==> config.mk <==
export PLATFORM = sky130hd
export DESIGN_NAME = uart_tx_fifo
export DESIGN_NICKNAME = d
export VERILOG_FILES = /design/src/rtl/uart_tx_fifo.sv
export SDC_FILE = /design/constraint.sdc
export NUM_CORES = 1
export LEC_CHECK = 0
export ABC_AREA = 1
export CAP_MARGIN = 25
export CORE_AREA = 5 5 100 102
export DETAILED_ROUTE_END_ITERATION = 6
export DIE_AREA = 0 0 105 107
export PLACE_DENSITY = 0.79
export SLEW_MARGIN = 40
export SYNTH_ARGS = -nofsm -noshare
export SYNTH_HDL_FRONTEND = slang
export SYNTH_SLANG_ARGS = --single-unit
==> constraint.sdc <==
create_clock -name clk -period 2.6 [get_ports clk]
set_input_delay 0.26 -clock clk [delete_from_list [all_inputs] [get_ports clk]]
set_output_delay 0.26 -clock clk [all_outputs]
set_load 0.01 [all_outputs]
==> src/rtl/uart_tx_fifo.sv <==
// uart_tx_fifo: buffered UART transmitter.
// Words queue in a small FIFO and are serialised as start, DATA_W data bits
// (LSB first), optional even/odd parity and one or two stop bits. Baud rate,
// parity and stop configuration are captured when a word is popped, so
// changes made while a frame is on the line only affect the next frame.
`timescale 1ns/1ps
module uart_tx_fifo #(
  parameter int CLK_HZ     = 50000000,
  parameter int DATA_W     = 8,
  parameter int FIFO_DEPTH = 4
) (
  input  logic                          clk,
  input  logic                          reset,
  input  logic [2:0]                    baud_select,
  input  logic [1:0]                    parity_mode,
  input  logic                          stop2,
  input  logic                          Tx_EN,
  input  logic                          Tx_WR,
  input  logic [DATA_W-1:0]             Tx_DATA,
  output logic                          Tx_D,
  output logic                          Tx_BUSY,
  output logic                          Tx_FULL,
  output logic                          Tx_EMPTY,
  output logic                          Tx_OVF,
  output logic [$clog2(FIFO_DEPTH):0]   Tx_LEVEL
);

  localparam int PTR_W = $clog2(FIFO_DEPTH);
  localparam int LVL_W = PTR_W + 1;
  localparam int BIT_W = $clog2(DATA_W);

  localparam int DIV_300    = CLK_HZ / 300;
  localparam int DIV_1200   = CLK_HZ / 1200;
  localparam int DIV_4800   = CLK_HZ / 4800;
  localparam int DIV_9600   = CLK_HZ / 9600;
  localparam int DIV_19200  = CLK_HZ / 19200;
  localparam int DIV_38400  = CLK_HZ / 38400;
  localparam int DIV_57600  = CLK_HZ / 57600;
  localparam int DIV_115200 = CLK_HZ / 115200;

  // The slowest rate needs the widest bit-period counter.
  localparam int CNT_W = $clog2(DIV_300 + 1);

  typedef enum logic [2:0] {
    S_IDLE,
    S_START,
    S_DATA,
    S_PARITY,
    S_STOP
  } state_t;

  // FIFO storage and bookkeeping
  logic [DATA_W-1:0] mem_q [FIFO_DEPTH];
  logic [PTR_W-1:0]  wr_ptr_q, wr_ptr_d;
  logic [PTR_W-1:0]  rd_ptr_q, rd_ptr_d;
  logic [LVL_W-1:0]  level_q, level_d;
  logic              ovf_q, ovf_d;
  logic              fifo_full, fifo_empty;
  logic              push, pop;
  logic [DATA_W-1:0] head;

  // Transmit state machine
  state_t            state_q;
  logic              tx_q;
  logic [CNT_W-1:0]  cnt_q;
  logic [CNT_W-1:0]  div_m1_q;
  logic [DATA_W-1:0] shreg_q;
  logic [BIT_W-1:0]  bit_idx_q;
  logic              par_en_q;
  logic              par_bit_q;
  logic              stop2_q;
  logic              stop_second_q;

  logic [CNT_W-1:0]  div_sel;
  logic              bit_end;
  logic              par_en_sel;
  logic              par_bit_sel;

  assign fifo_full  = (level_q == LVL_W'(FIFO_DEPTH));
  assign fifo_empty = (level_q == '0);
  assign head       = mem_q[rd_ptr_q];

  // A pop only happens from IDLE; a write into a full FIFO is dropped even
  // if a pop occurs on the same edge.
  assign pop  = (state_q == S_IDLE) && Tx_EN && !fifo_empty;
  assign push = Tx_WR && Tx_EN && !fifo_full;

  assign bit_end     = (cnt_q == div_m1_q);
  assign par_en_sel  = (parity_mode == 2'b01) || (parity_mode == 2'b10);
  assign par_bit_sel = (^head) ^ (parity_mode == 2'b10);

  // Map the baud code onto a bit period in clock cycles.
  always_comb begin
    div_sel = CNT_W'(DIV_115200);
    case (baud_select)
      3'b000:  div_sel = CNT_W'(DIV_300);
      3'b001:  div_sel = CNT_W'(DIV_1200);
      3'b010:  div_sel = CNT_W'(DIV_4800);
      3'b011:  div_sel = CNT_W'(DIV_9600);
      3'b100:  div_sel = CNT_W'(DIV_19200);
      3'b101:  div_sel = CNT_W'(DIV_38400);
      3'b110:  div_sel = CNT_W'(DIV_57600);
      3'b111:  div_sel = CNT_W'(DIV_115200);
      default: div_sel = CNT_W'(DIV_115200);
    endcase
  end

  // Next pointers, occupancy and sticky overflow for the FIFO.
  always_comb begin
    wr_ptr_d = push ? wr_ptr_q + PTR_W'(1) : wr_ptr_q;
    rd_ptr_d = pop  ? rd_ptr_q + PTR_W'(1) : rd_ptr_q;
    level_d  = level_q;
    if (push && !pop)
      level_d = level_q + LVL_W'(1);
    else if (pop && !push)
      level_d = level_q - LVL_W'(1);
    ovf_d = ovf_q;
    if (!Tx_EN)
      ovf_d = 1'b0;
    else if (Tx_WR && fifo_full)
      ovf_d = 1'b1;
  end

  // FIFO control registers.
  always_ff @(posedge clk or posedge reset) begin
    if (reset) begin
      wr_ptr_q <= '0;
      rd_ptr_q <= '0;
      level_q  <= '0;
      ovf_q    <= 1'b0;
    end else begin
      wr_ptr_q <= wr_ptr_d;
      rd_ptr_q <= rd_ptr_d;
      level_q  <= level_d;
      ovf_q    <= ovf_d;
    end
  end

  // FIFO storage; contents need no reset since occupancy governs validity.
  always_ff @(posedge clk) begin
    if (push)
      mem_q[wr_ptr_q] <= Tx_DATA;
  end

  // Frame sequencer: Tx_D is registered and updated on each bit boundary.
  always_ff @(posedge clk or posedge reset) begin
    if (reset) begin
      state_q       <= S_IDLE;
      tx_q          <= 1'b1;
      cnt_q         <= '0;
      div_m1_q      <= '0;
      shreg_q       <= '0;
      bit_idx_q     <= '0;
      par_en_q      <= 1'b0;
      par_bit_q     <= 1'b0;
      stop2_q       <= 1'b0;
      stop_second_q <= 1'b0;
    end else begin
      case (state_q)
        S_IDLE: begin
          tx_q  <= 1'b1;
          cnt_q <= '0;
          if (pop) begin
            shreg_q   <= head;
            div_m1_q  <= div_sel - CNT_W'(1);
            par_en_q  <= par_en_sel;
            par_bit_q <= par_bit_sel;
            stop2_q   <= stop2;
            tx_q      <= 1'b0;
            state_q   <= S_START;
          end
        end
        S_START: begin
          if (bit_end) begin
            cnt_q     <= '0;
            tx_q      <= shreg_q[0];
            shreg_q   <= shreg_q >> 1;
            bit_idx_q <= '0;
            state_q   <= S_DATA;
          end else begin
            cnt_q <= cnt_q + CNT_W'(1);
          end
        end
        S_DATA: begin
          if (bit_end) begin
            cnt_q <= '0;
            if (bit_idx_q == BIT_W'(DATA_W - 1)) begin
              if (par_en_q) begin
                tx_q    <= par_bit_q;
                state_q <= S_PARITY;
              end else begin
                tx_q          <= 1'b1;
                stop_second_q <= 1'b0;
                state_q       <= S_STOP;
              end
            end else begin
              bit_idx_q <= bit_idx_q + BIT_W'(1);
              tx_q      <= shreg_q[0];
              shreg_q   <= shreg_q >> 1;
            end
          end else begin
            cnt_q <= cnt_q + CNT_W'(1);
          end
        end
        S_PARITY: begin
          if (bit_end) begin
            cnt_q         <= '0;
            tx_q          <= 1'b1;
            stop_second_q <= 1'b0;
            state_q       <= S_STOP;
          end else begin
            cnt_q <= cnt_q + CNT_W'(1);
          end
        end
        S_STOP: begin
          if (bit_end) begin
            cnt_q <= '0;
            if (stop2_q && !stop_second_q)
              stop_second_q <= 1'b1;
            else
              state_q <= S_IDLE;
          end else begin
            cnt_q <= cnt_q + CNT_W'(1);
          end
        end
        default: begin
          tx_q    <= 1'b1;
          state_q <= S_IDLE;
        end
      endcase
    end
  end

  assign Tx_D     = tx_q;
  assign Tx_BUSY  = (state_q != S_IDLE);
  assign Tx_FULL  = fifo_full;
  assign Tx_EMPTY = fifo_empty;
  assign Tx_OVF   = ovf_q;
  assign Tx_LEVEL = level_q;

endmodule

== Word-level counts from Yosys, hierarchy flattened ==
Memories as Yosys holds them, arrays and structs flattened.
Index checks and enable logic that the tools add are counted.
Word-level totals
  flip-flop bits (word level): 63
  memories kept: 2
  output and inout bits: 8
  memory bits (read-only): 120
  memory bits (writable): 32
  bits of input ports: 18
  logic and storage cells: 115
Cells by class
  multiplexer cells: 40
  reduce and logical (&&, ||, !) cells: 30
  add/sub/neg operators: 7
  equal/unequal tests: 20
  bitwise logic cells: 2
Memories
  (name not given): words 8, bits a word 15, rd ports 1, clocked after memory_dff 0, wr ports 0, RTL line 95  | case (baud_select)
  mem_q: words 4, bits a word 8, rd ports 1, clocked after memory_dff 0, wr ports 1, RTL line 53  | logic [DATA_W-1:0] mem_q [FIFO_DEPTH];
Operator list (number)
  3-bit 2-to-1 mux: 13
  18-bit case mux with 2 select lines: 1
  8-bit 2-to-1 mux: 4
  8-bit case mux with 3 select lines: 1
  2-bit inequality test (second input constant): 10
  18-bit by 1-bit adder with 18-bit output (second input constant): 1
  18-bit == test: 1
  18-bit 2-to-1 mux: 1
  18-bit by 1-bit subtractor with 18-bit output (second input constant): 1
  1-bit 2-to-1 mux: 16
  3-bit case mux with 5 select lines: 1
  7-bit AND reduction: 2
  3-bit == test (second input constant): 3
  3-bit nonzero test: 3
  1-bit logical AND: 8
  4-bit AND reduction: 2
  8-bit parity: 1
  3-bit by 1-bit adder with 3-bit output (second input constant): 2
  3-bit by 2-bit == test with 1-bit output (second input constant): 2
  3-bit zero test: 2
  3-bit case mux with 2 select lines: 1
  2-bit nonzero test: 3
  1-bit zero test: 5
  1-bit case mux with 5 select lines: 1
  13 further kinds: 14

== Logic depth before layout (Yosys ltp) ==
  depth after elaboration: 7
  gate-level depth with buffers: 15
  depth with buffers taken out: 14

== Least setup slack after synthesis ==
OpenSTA, ideal clock, no wires.
  kind: reg2reg
  start: register level_q[0], in the netlist Tx_LEVEL[0]
  end: register level_q[1], in the netlist Tx_LEVEL[1]
  data required time: 2475 ps
  setup time: 125 ps
  buffers on the path: 0
  clock period less this slack: 2151 ps
  cell stages (with the launch flop): 10
  data arrival time: 2026 ps
  setup slack: 449 ps
  path through: dfrtp_1 nor3_1 inv_1 nand3_1 inv_1 ha_1 inv_1 fa_1 nor2_1 a21oi_1
On the way
  elaborated cells on any way between the ends: 15
  those cells by class: add/sub: 2; eq/ne: 1; mux: 2; reduce/logical: 10
RTL lines
  from (decl): RTL line 56  | logic [LVL_W-1:0] level_q, level_d;
  from (signal assigned): RTL line 134  | level_q <= level_d;
  3-bit == test: RTL line 79  | assign fifo_full = (level_q == LVL_W'(FIFO_DEPTH));
  via Tx_FULL: RTL line 22  | output logic Tx_FULL,
  1-bit zero test: RTL line 86  | assign push = Tx_WR && Tx_EN && !fifo_full;
  1-bit logical AND: RTL line 86
  via push: RTL line 59  | logic push, pop;
  1-bit logical AND: RTL line 113  | if (push && !pop)
  3-bit 2-to-1 mux: RTL line 113
  via level_d[1]: RTL line 56
The timed path passes the listed nets, and every way through them passes these cells. The select of a mux whose other input is x is not followed.
A chain may end at the register's enable or synchronous reset.

== Worst setup path in the final report ==
  start: register level_q[0], in the netlist Tx_LEVEL[0]
  end: register level_q[2], in the netlist Tx_LEVEL[2]
On the way
  longest elaborated chain between the ends: 6
  elaborated cells on any way between the ends: 15
  those cells by class: add/sub: 2; eq/ne: 1; mux: 2; reduce/logical: 10
Ends and longest elaborated chain
  3-bit == test (*): RTL line 79
  1-bit zero test (*): RTL line 86
  1-bit logical AND (*): RTL line 86
  via push: RTL line 59
  1-bit zero test: RTL line 115  | else if (pop && !push)
  1-bit logical AND: RTL line 115
  2-bit nonzero test (no line)
The timed path passes the listed nets; every way through them passes the cells marked *. The select of a mux whose other input is x is not followed.

==> impl_metrics.csv <==
group,metric,value,unit
floorplanning,io_pins,26,
synth,synth.distinct_cells,37,
detailed_routing,routedWlPerCell,13.4,um
critical_path,crit_required,2.86,ns
clock_tree,cts_hold_buf,0,
power,swShare,0.437,
synth,synth_seq_cells,95,
floorplanning,die_y,107,um
final_layout,syn2layout_area_growth,11.8,%
global_routing,grt_pass1_wl,18300,um
timing,max_freq,460,MHz
timing,setup_viol,0,
power,power_frac_clock,0.176,
placed_design,place_congestion,0.893,
global_routing,grt.total_usage,0.196,
power,irDropWorstVdd,580,uV
global_routing,grt_pass1_vias,4078,
floorplanning,coreArea,9020,um^2
power,power.switching,2.64,mW
synth,synth-edff-count,32,
critical_path,rr_worst_depth,11,
synth,async_flop_share,0.663,
final_layout,layout.area.seq,2540,um^2
power,power.internal,3.41,mW
power,seqPwrFrac,0.373,
synth,ys.flop_type,"dfrtp_1",
global_routing,overflow,0,
timing,max_slew.worst_pin.slew,0.468,ns
timing,clock_skew,0.0132,ns
placed_design,port_buffers,25,
power,total_power,6.05,mW
final_layout,diodes,0,
placed_design,placed_cells,773,
clock_tree,numClockSinks,95,
final_layout,drive_gt1_frac,0.0811,
synth,syn_nets,678,
synth,synth.area.top_cells,"dfrtp_1 30%, edfxtp_1 18%, nand2_1 14%, nand3_1 5.5%, inv_1 4.7%",
timing,period_share,0.836,
critical_path,worstSetupEndpointType,"flip-flop",
timing,rsz0062_at_grt,"no",
detailed_routing,drc,0,
clock_tree,post_cts_buffers,0,
clock_tree,cts_tree,"yes",
clock_tree,cts_root_buf,"clkbuf_8",
status,status,"completed",
timing,hold_viol_final,0,
final_layout,multiInputGateArea,2330,um^2
detailed_routing,vias,4244,
placed_design,dp_hpwl,7680,um
timing,final.setup.tns,0,ns
placed_design,dpl_cell_area,5630,um^2
timing,drv_slew,0,
run,max-cap-violations,0,
synth,syn_area_per_cell,8.14,um^2
synth,yosysTopAreaCell,"dfrtp_1",
synth,synth_cells,643,
clock_tree,htree_levels,3,
clock_tree,path_clk_slew,0.10,ns
clock_tree,insertion_delay,0.37,ns
critical_path,r2r-start,"Tx_LEVEL[0]",
critical_path,reg2reg_slack,0.43,ns
timing,slew_headroom,0.685,
synth,yosysSeqAreaShare,0.485,
detailed_routing,firstDrtPassIters,5,
critical_path,cp_max_fo,6,
power,p_per_area,1030,nW/um^2
global_routing,grt_max_degree,64,
floorplanning,die_area,11200,um^2
synth,ys_warn_count,0,
final_layout,fin_area,5850,um^2
synth,yosysTopAreaCellShare,0.296,
detailed_routing,viasPerCell,5.38,
clock_tree,numCtsBuffers,9,
final_layout,nFillCells,755,
clock_tree,ctsResizeCount,0,
floorplanning,start_util,0.580,
clock_tree,clockBufferDepth,2,
final_layout,final_cells,789,
global_routing,antenna_found_initial,0,
timing,hold-worst-slack,0.258,ns
detailed_routing,ant_nets,0,
timing,final.min_clock_period,2.17,ns
floorplanning,dieWidth,105,um
synth,netlist_area,5230,um^2
worst_hold_path,hold_class,"primary input to asynchronous set/reset pin",
critical_path,crit_type,"flip-flop to flip-flop",
final_layout,nNetsFinal,708,
critical_path,timing.rr.end,"Tx_LEVEL[2]",
critical_path,crit_arrival,2.44,ns
power,p_comb_frac,0.451,
critical_path,startpoint_type,"flip-flop",
floorplanning,core.rowCount,35,
detailed_routing,first_iter_violations,229,
power,p_leak,2.70,nW
detailed_routing,finalWirelength,10500,um
## area by class of cell
| cell class | count | area share |
|---|---|---|
| clock buffers | 9 | 0.0212 |
| clock inverters | 7 | 0.0158 |
| inverters | 73 | 0.0468 |
| multi-input cells | 457 | 0.398 |
| flip-flops and latches | 95 | 0.434 |
| well taps | 111 | 0.0237 |
| repair buffers | 37 | 0.0603 |
## metrics by stage
| stage | setup slack (ns) | utilization |
|---|---|---|
| after CTS | 0.416 | 0.648 |
| final | 0.425 | 0.648 |
| after floorplan | 0.449 | - |
| after global placement | 0.378 | 0.624 |
| after global routing | 0.116 | 0.648 |
| after detailed placement | 0.311 | 0.624 |
## worst max-delay path by stage
stage,end,depth (start not counted),from,slack [ns]
after global placement,div_m1_q[17],11,baud_select[0],0.38
after CTS,Tx_LEVEL[2],11,Tx_LEVEL[0],0.42
after floorplan,Tx_LEVEL[1],9,Tx_LEVEL[0],0.45
after global routing,Tx_LEVEL[2],11,Tx_LEVEL[0],0.12
after detailed placement,div_m1_q[17],11,baud_select[0],0.31
final,Tx_LEVEL[2],11,Tx_LEVEL[0],0.43
## power groups by stage
| stage | clock network [mW] | registers [mW] | logic [mW] |
|---|---|---|---|
| after detailed placement | 0 | 2.28 | 2.72 |
| after global placement | 0 | 2.26 | 2.60 |
| final | 1.07 | 2.26 | 2.72 |
| after floorplan | 0 | 2.18 | 2.12 |
| after CTS | 1.08 | 2.25 | 2.74 |
| after global routing | 1.16 | 2.30 | 3.13 |
## metal layers
metal	wire length, um	global-route usage	vias to the layer above
met3	454	0.0379	13
met5	0	0	-
li1	-	-	2127
met2	5170	0.326	95
met1	4780	0.264	2009
met4	136	0.0557	0
## state kept, by name (all words and copies together), names as in the netlist, 2 cells and up
register,count
div_m1_q,18
mem_q,32
Tx_LEVEL,3
cnt_q,18
wr_ptr_q,2
rd_ptr_q,2
bit_idx_q,3
shreg_q,8
state_q,3
## Yosys cell counts, drive strengths merged (5+ instances only)
library cell and instances:
or2 7, o21ai 34, clkbuf 6, a21oi 5, a31oi 6, nor3 9
nand4 11, buf 12, nor2 58, edfxtp 32, inv 72, o22ai 9
ha 16, dfrtp 62, xnor2 12, nand2 203, nand3 60, xor2 17
## worst max-delay path, cell delays in order (launching register included)
cell	delay [ns]
dfrtp_1	0.46
nor3_1	0.32
inv_1	0.07
nand3_1	0.19
inv_1	0.11
ha_1	0.21
inv_1	0.11
fa_1	0.21
nor2_1	0.05
nor2_1	0.11
nand2_1	0.08
xor2_1	0.14
## cells in the final DEF, fill, tap and decap left out, types with 7 or more instances in the layout
| master | instances |
|---|---|
| o22ai_1 | 9 |
| nand2_1 | 199 |
| nand4_1 | 11 |
| o21ai_0 | 34 |
| edfxtp_1 | 32 |
| nor2_1 | 53 |
| nand3_1 | 58 |
| ha_1 | 16 |
| clkdlybuf4s50_1 | 25 |
| inv_1 | 64 |
| xnor2_1 | 12 |
| inv_2 | 8 |
| xor2_1 | 17 |
| dfrtp_1 | 62 |
| nor3_1 | 7 |
| buf_4 | 11 |
| clkbuf_8 | 9 |
## cells by family (layout without fill, tap and decap cells)
logic type	after synthesis	in the layout	synth area share
simple gates	352	352	0.291
flops	95	95	0.485
buf+inv	91	126	0.0700
compound gates	59	59	0.0631
xor+xnor	29	29	0.0485
fa+ha+maj	17	17	0.0421
No activity file was read; power rests on OpenSTA's default activity.
